### config.mk
export PLATFORM = sky130hd
export DESIGN_NAME = regfile_scoreboard
export DESIGN_NICKNAME = d
export VERILOG_FILES = /design/src/rtl/rv32_pkg.sv /design/src/rtl/regfile_rd_port.sv /design/src/rtl/regfile_scoreboard.sv
export SDC_FILE = /design/constraint.sdc
export NUM_CORES = 1
export LEC_CHECK = 0
export CAP_MARGIN = 20
export CORE_AREA = 2 2 232 234
export CTS_BUF_LIST = sky130_fd_sc_hd__clkbuf_16
export DETAILED_ROUTE_END_ITERATION = 6
export DIE_AREA = 0 0 234 236
export PLACE_DENSITY = 0.7
export SKIP_LAST_GASP = 1
export SLEW_MARGIN = 20
export SYNTH_ARGS = -nofsm -noshare
export SYNTH_HDL_FRONTEND = slang
export SYNTH_SLANG_ARGS = --single-unit
### constraint.sdc
create_clock -name clk -period 9.2 [get_ports clk]
set_clock_uncertainty 0.15 [all_clocks]
set_input_delay 1.38 -clock clk [delete_from_list [all_inputs] [get_ports clk]]
set_output_delay 1.38 -clock clk [all_outputs]
set_load 0.02 [all_outputs]
### src/rtl/rv32_pkg.sv
// Shared RV32 core definitions used by the register file and its read ports.
//   XLEN_DEF     default data width
//   REG_ADDR_W   width of a register index field in the ISA encoding
//   NREGS_RV32E  number of integer registers in the RV32E profile
//   reg_idx_t    register index type
//   xword_t      register data word type
//   REG_ZERO     index of the hardwired-zero register x0
package rv32_pkg;

    localparam int XLEN_DEF    = 32;
    localparam int REG_ADDR_W  = 5;
    localparam int NREGS_RV32E = 16;

    typedef logic [REG_ADDR_W-1:0] reg_idx_t;
    typedef logic [XLEN_DEF-1:0]   xword_t;

    localparam reg_idx_t REG_ZERO = '0;

endpackage

### src/rtl/regfile_rd_port.sv
// One combinational read port of the integer register file.
// Decodes the index, gates x0 and out-of-range indices to zero, optionally
// forwards the write port's data, and looks up the pending-write busy bit.
//   addr      read index
//   regs      storage array (x0 entry is always zero)
//   busy_vec  per-register pending-write flags
//   wr_en/wr_addr/wr_data  write port, used for forwarding
//   data      read value
//   busy      register has an outstanding claim
//   illegal   addr is outside the implemented register range
module regfile_rd_port
    import rv32_pkg::*;
#(
    parameter int XLEN   = XLEN_DEF,
    parameter int NREGS  = NREGS_RV32E,
    parameter int ADDR_W = REG_ADDR_W,
    parameter int BYPASS = 1
) (
    input  logic [ADDR_W-1:0] addr,
    input  logic [XLEN-1:0]   regs [NREGS],
    input  logic [NREGS-1:0]  busy_vec,
    input  logic              wr_en,
    input  logic [ADDR_W-1:0] wr_addr,
    input  logic [XLEN-1:0]   wr_data,
    output logic [XLEN-1:0]   data,
    output logic              busy,
    output logic              illegal
);

    localparam int IDX_W = $clog2(NREGS);

    logic [IDX_W-1:0] idx;
    logic             legal;
    logic             live;
    logic             byp_hit;

    assign idx   = addr[IDX_W-1:0];
    assign legal = int'(addr) < NREGS;
    // Only implemented, non-zero registers return anything but zero.
    assign live  = legal && (addr != ADDR_W'(REG_ZERO));

    // A matching live read implies the write index is live too, so the
    // forward needs no separate range check on wr_addr.
    assign byp_hit = (BYPASS != 0) && wr_en && (wr_addr == addr);

    always_comb begin
        data = '0;
        if (live) begin
            data = byp_hit ? wr_data : regs[idx];
        end
    end

    // Busy is deliberately never forwarded from a same-cycle release.
    assign busy    = live && busy_vec[idx];
    assign illegal = !legal;

endmodule

### src/rtl/regfile_scoreboard.sv
// Integer register file with a per-register pending-write scoreboard.
// Decode reads two sources and claims a destination for long-latency ops;
// writeback writes results and releases claims.
//   clk, rst_n              clock, asynchronous active-low reset
//   rs1_addr/data/busy      read port 1
//   rs2_addr/data/busy      read port 2
//   wr_en/addr/data         write port
//   wr_release              with wr_en, clear the claim on wr_addr
//   claim_en/claim_addr     mark a register as pending
//   claim_ok                claim_addr is not currently busy
//   pending_cnt             number of busy registers (registered)
//   illegal_idx             some active index is outside the register range
module regfile_scoreboard
    import rv32_pkg::*;
#(
    parameter int XLEN   = XLEN_DEF,
    parameter int NREGS  = NREGS_RV32E,
    parameter int ADDR_W = REG_ADDR_W,
    parameter int BYPASS = 1
) (
    input  logic              clk,
    input  logic              rst_n,
    input  logic [ADDR_W-1:0] rs1_addr,
    output logic [XLEN-1:0]   rs1_data,
    output logic              rs1_busy,
    input  logic [ADDR_W-1:0] rs2_addr,
    output logic [XLEN-1:0]   rs2_data,
    output logic              rs2_busy,
    input  logic              wr_en,
    input  logic [ADDR_W-1:0] wr_addr,
    input  logic [XLEN-1:0]   wr_data,
    input  logic              wr_release,
    input  logic              claim_en,
    input  logic [ADDR_W-1:0] claim_addr,
    output logic              claim_ok,
    output logic [ADDR_W-1:0] pending_cnt,
    output logic              illegal_idx
);

    localparam int IDX_W = $clog2(NREGS);

    logic [XLEN-1:0]  regs [NREGS];
    logic [NREGS-1:0] busy;
    logic [NREGS-1:0] busy_nxt;

    logic [IDX_W-1:0] wr_idx;
    logic [IDX_W-1:0] claim_idx;
    logic             wr_legal;
    logic             claim_legal;
    logic             wr_live;
    logic             rel_live;
    logic             claim_live;
    logic             cnt_inc;
    logic             cnt_dec;
    logic             rs1_illegal;
    logic             rs2_illegal;

    assign wr_idx      = wr_addr[IDX_W-1:0];
    assign claim_idx   = claim_addr[IDX_W-1:0];
    assign wr_legal    = int'(wr_addr) < NREGS;
    assign claim_legal = int'(claim_addr) < NREGS;

    assign wr_live    = wr_en && wr_legal && (wr_addr != ADDR_W'(REG_ZERO));
    assign rel_live   = wr_live && wr_release;
    assign claim_live = claim_en && claim_legal && (claim_addr != ADDR_W'(REG_ZERO));

    regfile_rd_port #(
        .XLEN   (XLEN),
        .NREGS  (NREGS),
        .ADDR_W (ADDR_W),
        .BYPASS (BYPASS)
    ) u_rd1 (
        .addr     (rs1_addr),
        .regs     (regs),
        .busy_vec (busy),
        .wr_en    (wr_en),
        .wr_addr  (wr_addr),
        .wr_data  (wr_data),
        .data     (rs1_data),
        .busy     (rs1_busy),
        .illegal  (rs1_illegal)
    );

    regfile_rd_port #(
        .XLEN   (XLEN),
        .NREGS  (NREGS),
        .ADDR_W (ADDR_W),
        .BYPASS (BYPASS)
    ) u_rd2 (
        .addr     (rs2_addr),
        .regs     (regs),
        .busy_vec (busy),
        .wr_en    (wr_en),
        .wr_addr  (wr_addr),
        .wr_data  (wr_data),
        .data     (rs2_data),
        .busy     (rs2_busy),
        .illegal  (rs2_illegal)
    );

    // busy[0] is never set, so x0 reads as free without extra gating.
    assign claim_ok    = !(claim_legal && busy[claim_idx]);
    assign illegal_idx = rs1_illegal || rs2_illegal ||
                         (wr_en && !wr_legal) || (claim_en && !claim_legal);

    // Release is applied first so a same-register claim overrides it.
    // The counter tracks actual 0->1 and 1->0 transitions only.
    always_comb begin
        busy_nxt = busy;
        cnt_inc  = 1'b0;
        cnt_dec  = 1'b0;
        if (rel_live && busy[wr_idx]) begin
            busy_nxt[wr_idx] = 1'b0;
            cnt_dec          = 1'b1;
        end
        if (claim_live) begin
            busy_nxt[claim_idx] = 1'b1;
            if (!busy[claim_idx]) begin
                cnt_inc = 1'b1;
            end
            if (rel_live && (claim_idx == wr_idx)) begin
                cnt_dec = 1'b0;
            end
        end
    end

    always_ff @(posedge clk or negedge rst_n) begin
        if (!rst_n) begin
            for (int i = 0; i < NREGS; i++) begin
                regs[i] <= '0;
            end
        end else if (wr_live) begin
            regs[wr_idx] <= wr_data;
        end
    end

    always_ff @(posedge clk or negedge rst_n) begin
        if (!rst_n) begin
            busy        <= '0;
            pending_cnt <= '0;
        end else begin
            busy        <= busy_nxt;
            pending_cnt <= pending_cnt + ADDR_W'(cnt_inc) - ADDR_W'(cnt_dec);
        end
    end

endmodule

; ---- Word-level counts from Yosys, hierarchy flattened
; Cells that the tools add are included.
[totals]
register_bits = 533
[classes]
n_mux = 32
reduce_logical = 31
bitwise = 6
n_addsub = 2
eq_ne = 3
magnitude_cmp = 14
[ops]
columns = operator, count
row1 = bitwise mux 512 bit, 1
row2 = 2-to-1 mux 32 bit, 9
row3 = binary-select mux 32 bit (select 4 bit), 2
row4 = demux 32 bit (select 4 bit), 1
row5 = 2-to-1 mux 16 bit, 2
row6 = "< comparator 4 x 5 -> 1 bit, second input constant", 4
row7 = "< comparator 5 bit, second input constant", 4
row8 = nonzero test 5 bit, 4
row9 = logical AND 1 bit, 19
row10 = AND 16 bit, 1
row11 = binary-select mux 1 bit (select 4 bit), 4
row12 = NOT 16 bit, 1
row13 = bitwise OR 16 bit, 1
row14 = "greater-or-equal comparator 5 bit, second input constant", 3
row15 = NOT 4 -> 5 bit, 3
row16 = 2-to-1 mux 1 bit, 11
row17 = == test 5 bit, 2
row18 = demux 1 bit (select 4 bit), 2
row19 = "greater-or-equal comparator 4 x 1 -> 1 bit, second input constant", 2
row20 = adder 5 x 1 -> 5 bit, 1
row21 = logical NOT 1 bit, 5
row22 = "< comparator 5 x 1 -> 1 bit, second input constant", 1
row23 = subtractor 5 x 1 -> 5 bit, 1
row24 = == test 4 bit, 1
row25 = logical OR 1 bit, 3

; ---- Depth between registers and ports, before layout
[depth]
depth_word = 9
mapped_depth = 13
ltp_nobuf = 11

; ---- Cells and area by module
; From an unflattened synthesis, not the netlist that was laid out.
[hier_totals]
hier_cells = 1931
hier_area_um2 = 28917.7
[by_module_without_submodules]
columns = mod, cells_each, n_inst, area_per_inst_um2
row1 = regfile_scoreboard, 1267, 1, 20302.0
row2 = regfile_rd_port, 332, 2, 4307.9

; ---- Worst setup path before layout
; Ideal clock, no wire load.
[synth_timing]
path_type = input-to-output
startpoint = input port rs1_addr[0]
endpoint = output port rs1_data[10]
arrival_time_ns = 2.880
t_required_ns = 7.670
stages = 7
path_slack_ns = 4.790
path_buffers = 3
cell_sequence = buf_4 -> buf_6 -> buf_4 -> mux4_2 -> a22oi_1 -> nand2_1 -> a22o_1
[synth_between]
elab_chain_len = 6
[synth_lines]
columns = item, line
row1 = "start, declared", regfile_scoreboard.sv:23  ; input logic [ADDR_W-1:0] rs1_addr,
row2 = NOT 4 -> 5 bit (implied by the code), regfile_rd_port.sv:49  ; data = byp_hit ? wr_data : regs[idx];
row3 = binary-select mux 32 bit (select 4 bit), regfile_rd_port.sv:49
row4 = 2-to-1 mux 32 bit (implied by the code) (2 in series), regfile_rd_port.sv:49
row5 = 2-to-1 mux 32 bit, regfile_rd_port.sv:49
row6 = 2-to-1 mux 32 bit *, regfile_rd_port.sv:48  ; if (live) begin
row7 = "end, declared", regfile_scoreboard.sv:24  ; output logic [XLEN-1:0] rs1_data,
; Every way passes the cells marked *; elsewhere a longest branch is shown, timed or not. The select of a mux whose other input is x is not followed.

; ---- Worst setup path in the final report
[layout_timing]
startpoint = input port wr_addr[0]
endpoint = output port rs2_data[20]
[layout_between]
elab_chain_len = 4
[layout_lines]
columns = item, line
row1 = "start, declared", regfile_scoreboard.sv:30  ; input logic [ADDR_W-1:0] wr_addr,
row2 = == test 5 bit, regfile_rd_port.sv:44  ; assign byp_hit = (BYPASS != 0) && wr_en && (wr_addr == addr);
row3 = logical AND 1 bit, regfile_rd_port.sv:44
row4 = 2-to-1 mux 32 bit, regfile_rd_port.sv:49
row5 = 2-to-1 mux 32 bit, regfile_rd_port.sv:48
row6 = "end, declared", regfile_scoreboard.sv:27  ; output logic [XLEN-1:0] rs2_data,
; No other way between the ends.

==> flow_summary.toml <==
[detailed_routing]
drcViolationCount = 0
drt_iter0_markers = 1843
viasPerCell = 6.80
routed_wl_mm = 76.7
detail_route.wl_per_cell_um = 29.0
ant_nets = 0
firstDrtPassIters = 5
via_count = 18000

[global_routing]
grtUsageMet1_pct = 39.6
gr-usage-met2_pct = 45.6
grt_usage_pct = 28.4
grtUsageMet3_pct = 5.08
grt-ovfl-total = 0
grt_max_degree = 170
antenna_found_initial = 0
grt_pass1_vias = 18900
busiest_layer = "met2"
grt_first_pass_wirelength_mm = 117

[floorplanning]
io_pins = 130
rows = 85
die_h_um = 236
core_um2 = 53100
die_area_um2 = 55200
start_util_pct = 54.2
die_x_um = 234

[layout]
n_antenna_cell = 0
regArea_um2 = 13300
final_area_um2 = 32000
fill_cells = 4010
layout-drive-gt1-share_pct = 42.8
multiInputGateArea_um2 = 14400
fin_nets = 1971
syn_to_final_growth_pct = 11.2

[placed_design]
place.gp.congestion = 0.859
dp_hpwl_mm = 42.2
io_buffers = 129
place_area_um2 = 30300

[timing]
max_slew_margin_pct = 24.1
drv_slew = 0
whs_ps = 247
max_freq_mhz = 159
rsz0062_at_grt = "no"
setup_viol = 0
worst-slew-pin-transition_ps = 1140
tns_ps = 0
timing.final.crit_period_ps = 6300
period_share_pct = 68.5
hold_viol_final = 0

[clock_network]
clk_pin_slew_ps = 60
cts_resized = 0
post_cts_buffers = 0
htreeDepth = 2
cts_num_sinks = 533
insertion_delay_ps = 610
cts_hold_buf = 0
cts_tree = "built"
clockRootBuffer = "clkbuf_16"
clock_path_buffers = 3
cts_made_buffers = 56

[worst_setup_path]
timing.rr.end = "pending_cnt[4]"
endpoint_kind = "output pin"
cp_top_family = "buffers and inverters"
r2r_slack_ps = 5800
rr_worst_depth = 11
cp_max_fo = 17
crit_arrival_ps = 4770
cp_num_cells = 7
max_stage_delay_ps = 810
crit_type = "input port to output pin"
crit_slowest_cell = "clkdlybuf4s50_1"
path_buf_inv = 3
worst_path_most_repeated_cell = "clkdlybuf4s50_1"
start_kind = "input port"
crit-reg2reg-launch = "busy[1]"
timing.critical_path.cells = "clkdlybuf4s50_1 > xor2_1 > nor4_1 > a31oi_4 > buf_4 > a22o_1 > clkdlybuf4s50_1"
worstPathRequired_ps = 7670

[run]
drv_cap = 0

[yosys]
synth.avg_cell_area_um2 = 15.0
synth-seq-cells = 533
postSynthNetCount = 1977
ys_warn_count = 0
synth_cell_types = 43
ys_seq_area_share_pct = 46.3
synth_area_um2 = 28800
postSynthCellCount = 1914

[worst_hold_path]
min_to = "regs[481]"
hold_depth = 0
hold_start = "regs[481]"
hold_class = "register to register"

[power_and_ir_drop]
fin_total_pwr_mw = 6.78
ir_drop_mv = 0.153
p_leak_nw = 13.8
power.density_nw_per_um2 = 212

[run_status]
status = "finished, final reports clean"
[metrics by stage]
step / setup WS, ps / cells / util [%]
floorplan: 4790 / 1914 / -
global placement: 2990 / 2546 / 57.1
detailed placement: 2930 / 2546 / 57.1
CTS: 2930 / 2647 / 60.3
global route: 2770 / 2647 / 60.3
finish: 2900 / 2647 / 60.3
[Yosys cell counts (all sizes together)]
master   number  area share (%)
o41ai         2            0.11
a31oi         2           0.043
ha            5            0.22
dfrtp       533              46
nand3         1           0.017
o31ai         1           0.026
and4b         2           0.070
a32o          3            0.10
inv          10            0.13
nor4bb        2           0.070
fa            1           0.070
nand2        94             1.2
and3          1           0.022
nor2b        10            0.22
a22o         70             2.1
a22oi       129             3.4
a21o          2           0.052
and4          1           0.030
o2bb2ai       3           0.091
mux2        480              19
nor2          9            0.12
xnor2         5            0.15
xor2         13            0.40
nor3b         4            0.14
nor3          3           0.070
nand2b        6            0.13
nand4b        3           0.091
and2          3           0.065
nor4          3           0.065
buf         119             2.5
and3b         1           0.030
mux4        276              22
and2b         1           0.026
a21oi         3           0.052
o21ai         3           0.052
clkbuf      110             1.4
[per-layer routing]
layer / vias up / wire (um)
li1: 7428 / -
met1: 9734 / 31400
met2: 687 / 37500
met3: 143 / 5500
met4: 0 / 2310
met5: - / 0
[kinds of logic after synthesis]
kind of cell	after synthesis	synth area share (%)
mux	756	40.4
buf+inv	239	4.02
flops	533	46.3
compound gates	218	6.03
xor+xnor	18	0.548
fa+ha+maj	6	0.287
simple gates	144	2.39
[state kept, by name, summed over array words and instances, names as in the netlist]
name and flops:
busy 16, pending_cnt 5, regs 512
[report_power, final]
part	internal [mW]	total, mW	switching [mW]	leakage [nW]
Combinational	0.926	1.55	0.621	6.08
Clock	1.18	2.12	0.937	0.899
Sequential	2.79	3.11	0.322	6.83
[how the worst max path moves through the flow]
stage | end | slack (ps) | from
final | rs2_data[20] | 2900 | wr_addr[0]
after floorplan | rs1_data[10] | 4790 | rs1_addr[0]
after global placement | rs1_data[14] | 2990 | rs1_addr[0]
after detailed placement | rs2_data[19] | 2930 | wr_addr[0]
after CTS | rs2_data[19] | 2930 | wr_addr[0]
after global routing | rs1_data[14] | 2770 | rs1_addr[0]
[cell type report]
class,instances,share of cell area (%)
sequential,533,41.7
tap,696,2.72
clock buffer,58,4.54
multi-input combinational,1142,45.1
timing repair buffer,165,5.05
clock inverter,43,0.747
inverter,10,0.117
[placed cells by master, fill, tap and decap left out, types with 4 or more instances in the layout]
| cell type | n |
|---|---|
| nor2_4 | 5 |
| nand2_1 | 83 |
| nor2_1 | 4 |
| a22oi_1 | 129 |
| mux4_2 | 276 |
| dfrtp_1 | 533 |
| nor2b_1 | 6 |
| clkdlybuf4s50_1 | 124 |
| inv_1 | 29 |
| clkinv_1 | 13 |
| mux2_1 | 61 |
| clkbuf_16 | 58 |
| clkinv_2 | 7 |
| mux2_2 | 419 |
| nand2_2 | 11 |
| a22o_1 | 70 |
| buf_4 | 33 |
| xnor2_1 | 5 |
| nor2b_4 | 4 |
| nand2b_1 | 6 |
| xor2_1 | 13 |
| ha_1 | 5 |
Power figures use the tool's default switching activity.
